[config.mk]
export PLATFORM = sky130hd
export DESIGN_NAME = forwarding_stall_unit
export DESIGN_NICKNAME = d
export VERILOG_FILES = /design/src/rtl/forwarding_stall_unit.sv
export SDC_FILE = /design/constraint.sdc
export NUM_CORES = 1
export LEC_CHECK = 0
export CAP_MARGIN = 20
export CORE_ASPECT_RATIO = 1.4
export CORE_MARGIN = 4
export CORE_UTILIZATION = 25
export CTS_BUF_LIST = sky130_fd_sc_hd__clkbuf_8
export DETAILED_ROUTE_END_ITERATION = 8
export DONT_BUFFER_PORTS = 1
export PLACE_DENSITY = 0.5
export SLEW_MARGIN = 25
export SYNTH_ARGS = -nofsm -noshare
export SYNTH_HDL_FRONTEND = slang
export SYNTH_SLANG_ARGS = --single-unit
[constraint.sdc]
create_clock -name clk -period 1.9 [get_ports clk]
set_input_delay 0.095 -clock clk [delete_from_list [all_inputs] [get_ports clk]]
set_output_delay 0.095 -clock clk [all_outputs]
set_load 0.01 [all_outputs]
[src/rtl/forwarding_stall_unit.sv]
// Operand forwarding select and load-use stall control for a 5-stage pipeline.
// Optional stall-cycle counter enabled by defining FWD_STALL_CNT_EN.
module forwarding_stall_unit #(
    parameter int ADDR_W            = 5,
    parameter int NUM_SRC           = 2,
    parameter int LOAD_STALL_CYCLES = 1
) (
    input  logic                      clk,
    input  logic                      arst_n,
    input  logic [NUM_SRC*ADDR_W-1:0] id_src_addr,
    input  logic [NUM_SRC-1:0]        id_src_valid,
    input  logic [ADDR_W-1:0]         idex_rd,
    input  logic                      idex_reg_write,
    input  logic                      idex_mem_read,
    input  logic [ADDR_W-1:0]         exmem_rd,
    input  logic                      exmem_reg_write,
    input  logic                      flush,
    output logic [2*NUM_SRC-1:0]      fwd_sel_ex,
    output logic                      stall,
    output logic                      pc_we,
    output logic                      ifid_we,
    output logic                      idex_bubble,
    output logic [15:0]               stall_cnt
);

    typedef enum logic {IDLE, STALL} state_t;

    // The hazard cycle itself is the first bubble, so STALL covers the remaining ones.
    localparam logic [1:0] CNT_LOAD = (LOAD_STALL_CYCLES > 1) ? 2'(LOAD_STALL_CYCLES - 2) : 2'd0;

    state_t               state, state_nxt;
    logic [1:0]           cnt, cnt_nxt;
    logic [NUM_SRC-1:0]   hit_idex;
    logic [NUM_SRC-1:0]   hit_exmem;
    logic [2*NUM_SRC-1:0] sel_nxt;
    logic                 hazard;
    logic                 squash;

    assign squash = stall | flush;

    for (genvar g = 0; g < NUM_SRC; g++) begin : g_src
        logic [ADDR_W-1:0] addr;
        logic              live;
        assign addr         = id_src_addr[g*ADDR_W +: ADDR_W];
        assign live         = id_src_valid[g] && (addr != '0);
        assign hit_idex[g]  = live && idex_reg_write && (idex_rd == addr);
        assign hit_exmem[g] = live && exmem_reg_write && (exmem_rd == addr);
        assign sel_nxt[2*g +: 2] = squash                         ? 2'b00 :
                                   (hit_idex[g] && !idex_mem_read) ? 2'b10 :
                                   hit_exmem[g]                    ? 2'b01 : 2'b00;
    end

    assign hazard      = idex_mem_read && (|hit_idex);
    assign stall       = !flush && (((state == IDLE) && hazard) || (state == STALL));
    assign pc_we       = !stall;
    assign ifid_we     = !stall;
    assign idex_bubble = stall | flush;

    always_comb begin
        state_nxt = state;
        cnt_nxt   = cnt;
        if (flush) begin
            state_nxt = IDLE;
            cnt_nxt   = 2'd0;
        end else begin
            case (state)
                IDLE: begin
                    if (hazard && (LOAD_STALL_CYCLES > 1)) begin
                        state_nxt = STALL;
                        cnt_nxt   = CNT_LOAD;
                    end
                end
                STALL: begin
                    if (cnt == 2'd0) state_nxt = IDLE;
                    else             cnt_nxt   = cnt - 2'd1;
                end
                default: begin
                    state_nxt = IDLE;
                    cnt_nxt   = 2'd0;
                end
            endcase
        end
    end

    always_ff @(posedge clk or negedge arst_n) begin
        if (!arst_n) begin
            state      <= IDLE;
            cnt        <= 2'd0;
            fwd_sel_ex <= '0;
        end else begin
            state      <= state_nxt;
            cnt        <= cnt_nxt;
            fwd_sel_ex <= sel_nxt;
        end
    end

`ifdef FWD_STALL_CNT_EN
    always_ff @(posedge clk or negedge arst_n) begin
        if (!arst_n)                             stall_cnt <= 16'd0;
        else if (stall && stall_cnt != 16'hFFFF) stall_cnt <= stall_cnt + 16'd1;
    end
`else
    assign stall_cnt = 16'd0;
`endif

endmodule
* After elaboration in Yosys (flattened, before gate mapping)
Index checks and enable logic that the tools add are counted.
** Word-level totals
- Bits in registers :: 7
- Input bits :: 28
- Output and inout port bits :: 24
** Cells by class
- Add/subtract/negate cells :: 1
- Equal/unequal tests :: 5
- Multiplexer cells :: 12
- Bitwise gates (word level) :: 2
- Reductions and logical operators :: 25
** Operator list (count)
- $eq 5x5->1 :: 4
- $logic_and 1x1->1 :: 15
- $mux 2 :: 7
- $reduce_bool 5->1 :: 2
- $mux 1 :: 5
- $logic_not 1->1 :: 3
- $logic_not 2->1 :: 1
- $ne 2x2->1 const B :: 1
- $reduce_and 2->1 :: 1
- $reduce_bool 2->1 :: 1
- $reduce_or 2->1 :: 1
- $sub 2x1->2 const B :: 1
- $logic_or 1x1->1 :: 1
- $not 1->1 :: 1
- $or 1x1->1 :: 1

* Depth between registers and ports, before layout
- Depth in word-level cells :: 11
- Gate-level depth with buffers :: 6
- Depth with buffers taken out :: 5

* Least setup slack after synthesis
No wires, ideal clock.
- Path kind :: input port to output port
- From :: input id_src_addr[6]
- To :: output pc_we
- Arrival :: 1.354 ns
- Data required time :: 1.805 ns
- Slack :: 0.451 ns
- Stages :: 6
- Path buffers :: 1
- Cells stage by stage :: or4_4 -> o21ai_4 -> nor4_2 -> o21ai_2 -> a21o_1 -> buf_4
** On the way
- Longest elaborated chain between the ends :: 10
- Elaborated cells on any way between the ends :: 11
- Those cells by class :: 1 x eq/ne; 10 x reduce/logical
** Ends and longest elaborated chain
- start, declared :: RTL line 10 : input logic [NUM_SRC*ADDR_W-1:0] id_src_addr,
- $reduce_bool 5->1 :: RTL line 45 : assign live = id_src_valid[g] && (addr != '0);
- $logic_and 1x1->1 :: RTL line 45
- $logic_and 1x1->1 :: RTL line 46 : assign hit_idex[g] = live && idex_reg_write && (idex_rd == addr);
- $logic_and 1x1->1 * :: RTL line 46
- $reduce_or 2->1 * :: RTL line 53 : assign hazard = idex_mem_read && (|hit_idex);
- $logic_and 1x1->1 * :: RTL line 53
- $logic_and 1x1->1 * :: RTL line 54 : assign stall = !flush && (((state == IDLE) && hazard) || (state == STALL));
- $logic_or 1x1->1 * :: RTL line 54
- $logic_and 1x1->1 * :: RTL line 54
- $logic_not 1->1 *
- end, declared :: RTL line 20 : output logic pc_we,
Every way passes the cells marked *; elsewhere a longest branch is shown, timed or not.

* Worst setup path after layout
- From :: register state
- To :: register fwd_sel_ex[0]
** On the way
- Longest elaborated chain between the ends :: 6
** Ends and longest elaborated chain
- start, declared :: RTL line 31 : state_t state, state_nxt;
- start signal, assigned :: RTL line 91 : state <= state_nxt;
- $not 1->1 :: RTL line 54
- $logic_and 1x1->1 :: RTL line 54
- $logic_or 1x1->1 * :: RTL line 54
- $logic_and 1x1->1 * :: RTL line 54
- $or 1x1->1 * :: RTL line 39 : assign squash = stall | flush;
- $mux 2 * :: RTL line 48 : assign sel_nxt[2*g +: 2] = squash ? 2'b00 :
- net sel_nxt[0] :: RTL line 35 : logic [2*NUM_SRC-1:0] sel_nxt;
- end signal, assigned :: RTL line 93 : fwd_sel_ex <= sel_nxt;
- end, declared :: RTL line 18 : output logic [2*NUM_SRC-1:0] fwd_sel_ex,
Mark *: on every way through the listed nets, which the timed path passes. The rest lies on a longest branch.
A chain may end at the register's enable or synchronous reset.

==> flow_summary.yaml <==
status:
  status: "finished, final reports clean"
synth:
  synth_top_area_share_pct: 23.6
  seq_area_frac_synth_pct: 23.6
  synth-edff-count: 0
  syn_avg_cell_area_sq_um: 9.18
  yosysWarningCount: 0
  synth_async_sr_flop_share_pct: 100
  ys_seq_elements: 7
  postSynthCellCount: 81
  synth_area_sq_um: 743
  yosys.cell_types.count: 25
  synth_top_area_cell: "dfrtp_1"
  yosysMostFrequentCell: "buf_4"
  synth_common_cells: "17 x buf_4, 15 x xnor2_1, 7 x dfrtp_1"
  yosys-top-cells-area: "dfrtp_1 24%, xnor2_1 18%, buf_4 17%, xor2_1 7.1%, a2111oi_4 3.7%"
  synth-main-ff-cell: "dfrtp_1"
detailed_routing:
  vias_per_cell: 4.15
  finalWirelength_um: 1560
  initialDrtViolationCount: 3
  ant_nets: 0
  wire_per_inst_um: 12.7
  drc_errors: 0
  first_pass_iters: 2
  num_vias: 511
placement:
  portBuffers: 0
  detailed_place_hpwl_um: 1400
  dpl_cell_area_sq_um: 718
  placed_cells: 116
  place_congestion: 0.747
critical_path:
  crit_slowest_cell: "or4_1"
  cp_cell_sequence: "nor2_1 -> and2_1 -> nand4_1 -> or4_1 -> a211oi_1"
  critPathArrivalTime_ps: 1690
  endpoint_kind: "register"
  worst-path-max-fanout: 4
  start_kind: "register"
  cp.required_ps: 2030
  crit_buf_inv: 0
  worst-setup-path-type: "reg2reg"
  slowest_delay_ps: 420
  cp_top_family: "simple AND/OR/NAND/NOR gates"
cells_and_area:
  layout-drive-gt1-share_pct: 11.6
  area_delta_synth_final_pct: 6.73
  finalNonFillerCells: 123
  finalCoreUtilization_pct: 27.8
  fin_nets: 116
  antenna_cells: 0
  final_cell_area_sq_um: 793
sta:
  setup_tns_ps: 0
  finalCritPeriodShare_pct: 82.1
  clock_skew_ps: 0.197
  setup_viol: 0
  max_clock_freq_mhz: 641
  slew_violations: 0
  period_needed_ps: 1560
  finalHoldViolCount: 0
  rsz0062_at_grt: "no"
clock_tree:
  cts_resized: 0
  cts-root-buf: "clkbuf_8"
  cts_tree: "done"
  clkTransAtPathRegs_ps: 40
  htreeDepth: 1
  clkSinkCount: 7
  cts_setup_buffers: 0
  cts_buffer_depth: 2
  cts_hold_buf: 3
  clock_latency_ps: 230
  cts_made_buffers: 3
grt:
  grt_max_degree: 8
  grt_antenna_before_repair: 0
  overflow: 0
  grt_pass1_wl_um: 2490
  grt_pass1_vias: 570
  grtUsageTotal_pct: 8.51
min_path:
  hold_path.class: "in2reg"
floorplanning:
  die_width_um: 54.1
  start_util_pct: 26.1
  num_rows: 23
  fp.dieH_um: 72.5
  io_pins: 52
  core_area_sq_um: 2850
  dieArea_sq_um: 3920
job:
  cap_violations: 0
pwr:
  power_density_nw_per_um2: 547
  p_total_w: 0.000434
  p_leak_nw: 0.308
  max-vdd-ir-drop_v: 0.000256
power by group:
part | leakage (nW) | switching [W] | internal (W)
combinational | 0.183 | 0.0000438 | 0.0000388
sequential | 0.0978 | 0.000000287 | 0.000150
clock | 0.0269 | 0.0000618 | 0.000139
state kept, by name (all words and copies together), names as in the netlist:
register    cells
fwd_sel_ex      4
cnt             2
state           1
metal layers:
layer	part of all wire [%]	GRT usage (%)	up-vias
met5	0	0	-
met3	18	4.52	2
li1	-	-	249
met1	32	8.61	219
met4	0.58	4.16	0
met2	49	13.9	41
path summary, 6_finish.rpt:
path,slack (ps),end,cells after the start,startpoint
max,340,fwd_sel_ex[0],5,state
min,20,fwd_sel_ex[2],2,id_src_valid[1]
max reg2reg,340,fwd_sel_ex[0],5,state
min reg2reg,560,cnt[0],2,cnt[0]
max in group asynchronous,1480,fwd_sel_ex[2],1,arst_n
min in group asynchronous,190,cnt[0],1,arst_n
layout make-up:
cell class,instances,area (sq um)
Clock inverter,1,3.75
Inverter,3,11.3
Multi-Input combinational cell,69,485
Fill cell,319,2060
Clock buffer,3,41.3
Timing Repair Buffer,3,30.0
Tap cell,37,46.3
Sequential cell,7,175
cells in the final DEF, fill, tap and decap left out:
| cell type | n |
|---|---|
| nand3_1 | 1 |
| dfrtp_1 | 7 |
| nor2_1 | 4 |
| clkbuf_8 | 3 |
| nor3_2 | 1 |
| or4_1 | 2 |
| o21ai_2 | 2 |
| or4_4 | 1 |
| dlygate4sd3_1 | 3 |
| a21oi_1 | 1 |
| ha_1 | 1 |
| nand4_1 | 2 |
| a211oi_1 | 2 |
| a21o_1 | 1 |
| and2_1 | 1 |
| nand2_1 | 5 |
| xor2_1 | 6 |
| xnor2_1 | 15 |
| nor4_1 | 1 |
| and3b_1 | 2 |
| nor4_2 | 1 |
| o21ai_4 | 1 |
| a2111oi_4 | 1 |
| inv_1 | 4 |
| nor3_1 | 2 |
| conb_1 | 16 |
cells by family after synthesis:
group,count (synthesis),share of synthesized area [%]
xor+xnor,21,24.7
simple gates,23,18.9
buf+inv,20,18.7
fa+ha+maj,1,1.68
flops,7,23.6
other cells,1,0.505
compound gates,8,12.0
metrics by stage:
stage / hold slack, ps / setup slack (ps)
after global routing: 33.0 / 162
after global placement: -200 / 459
after CTS: 19.1 / 312
after floorplan: -201 / 451
final: 20.1 / 340
after detailed placement: -200 / 325
worst register-to-register path: stages (launching register included):
cell      delay, ps
dfrtp_1         380
nor2_1          220
and2_1          180
nand4_1          80
or4_1           420
a211oi_1        190
No activity file was read; power rests on OpenSTA's default activity.
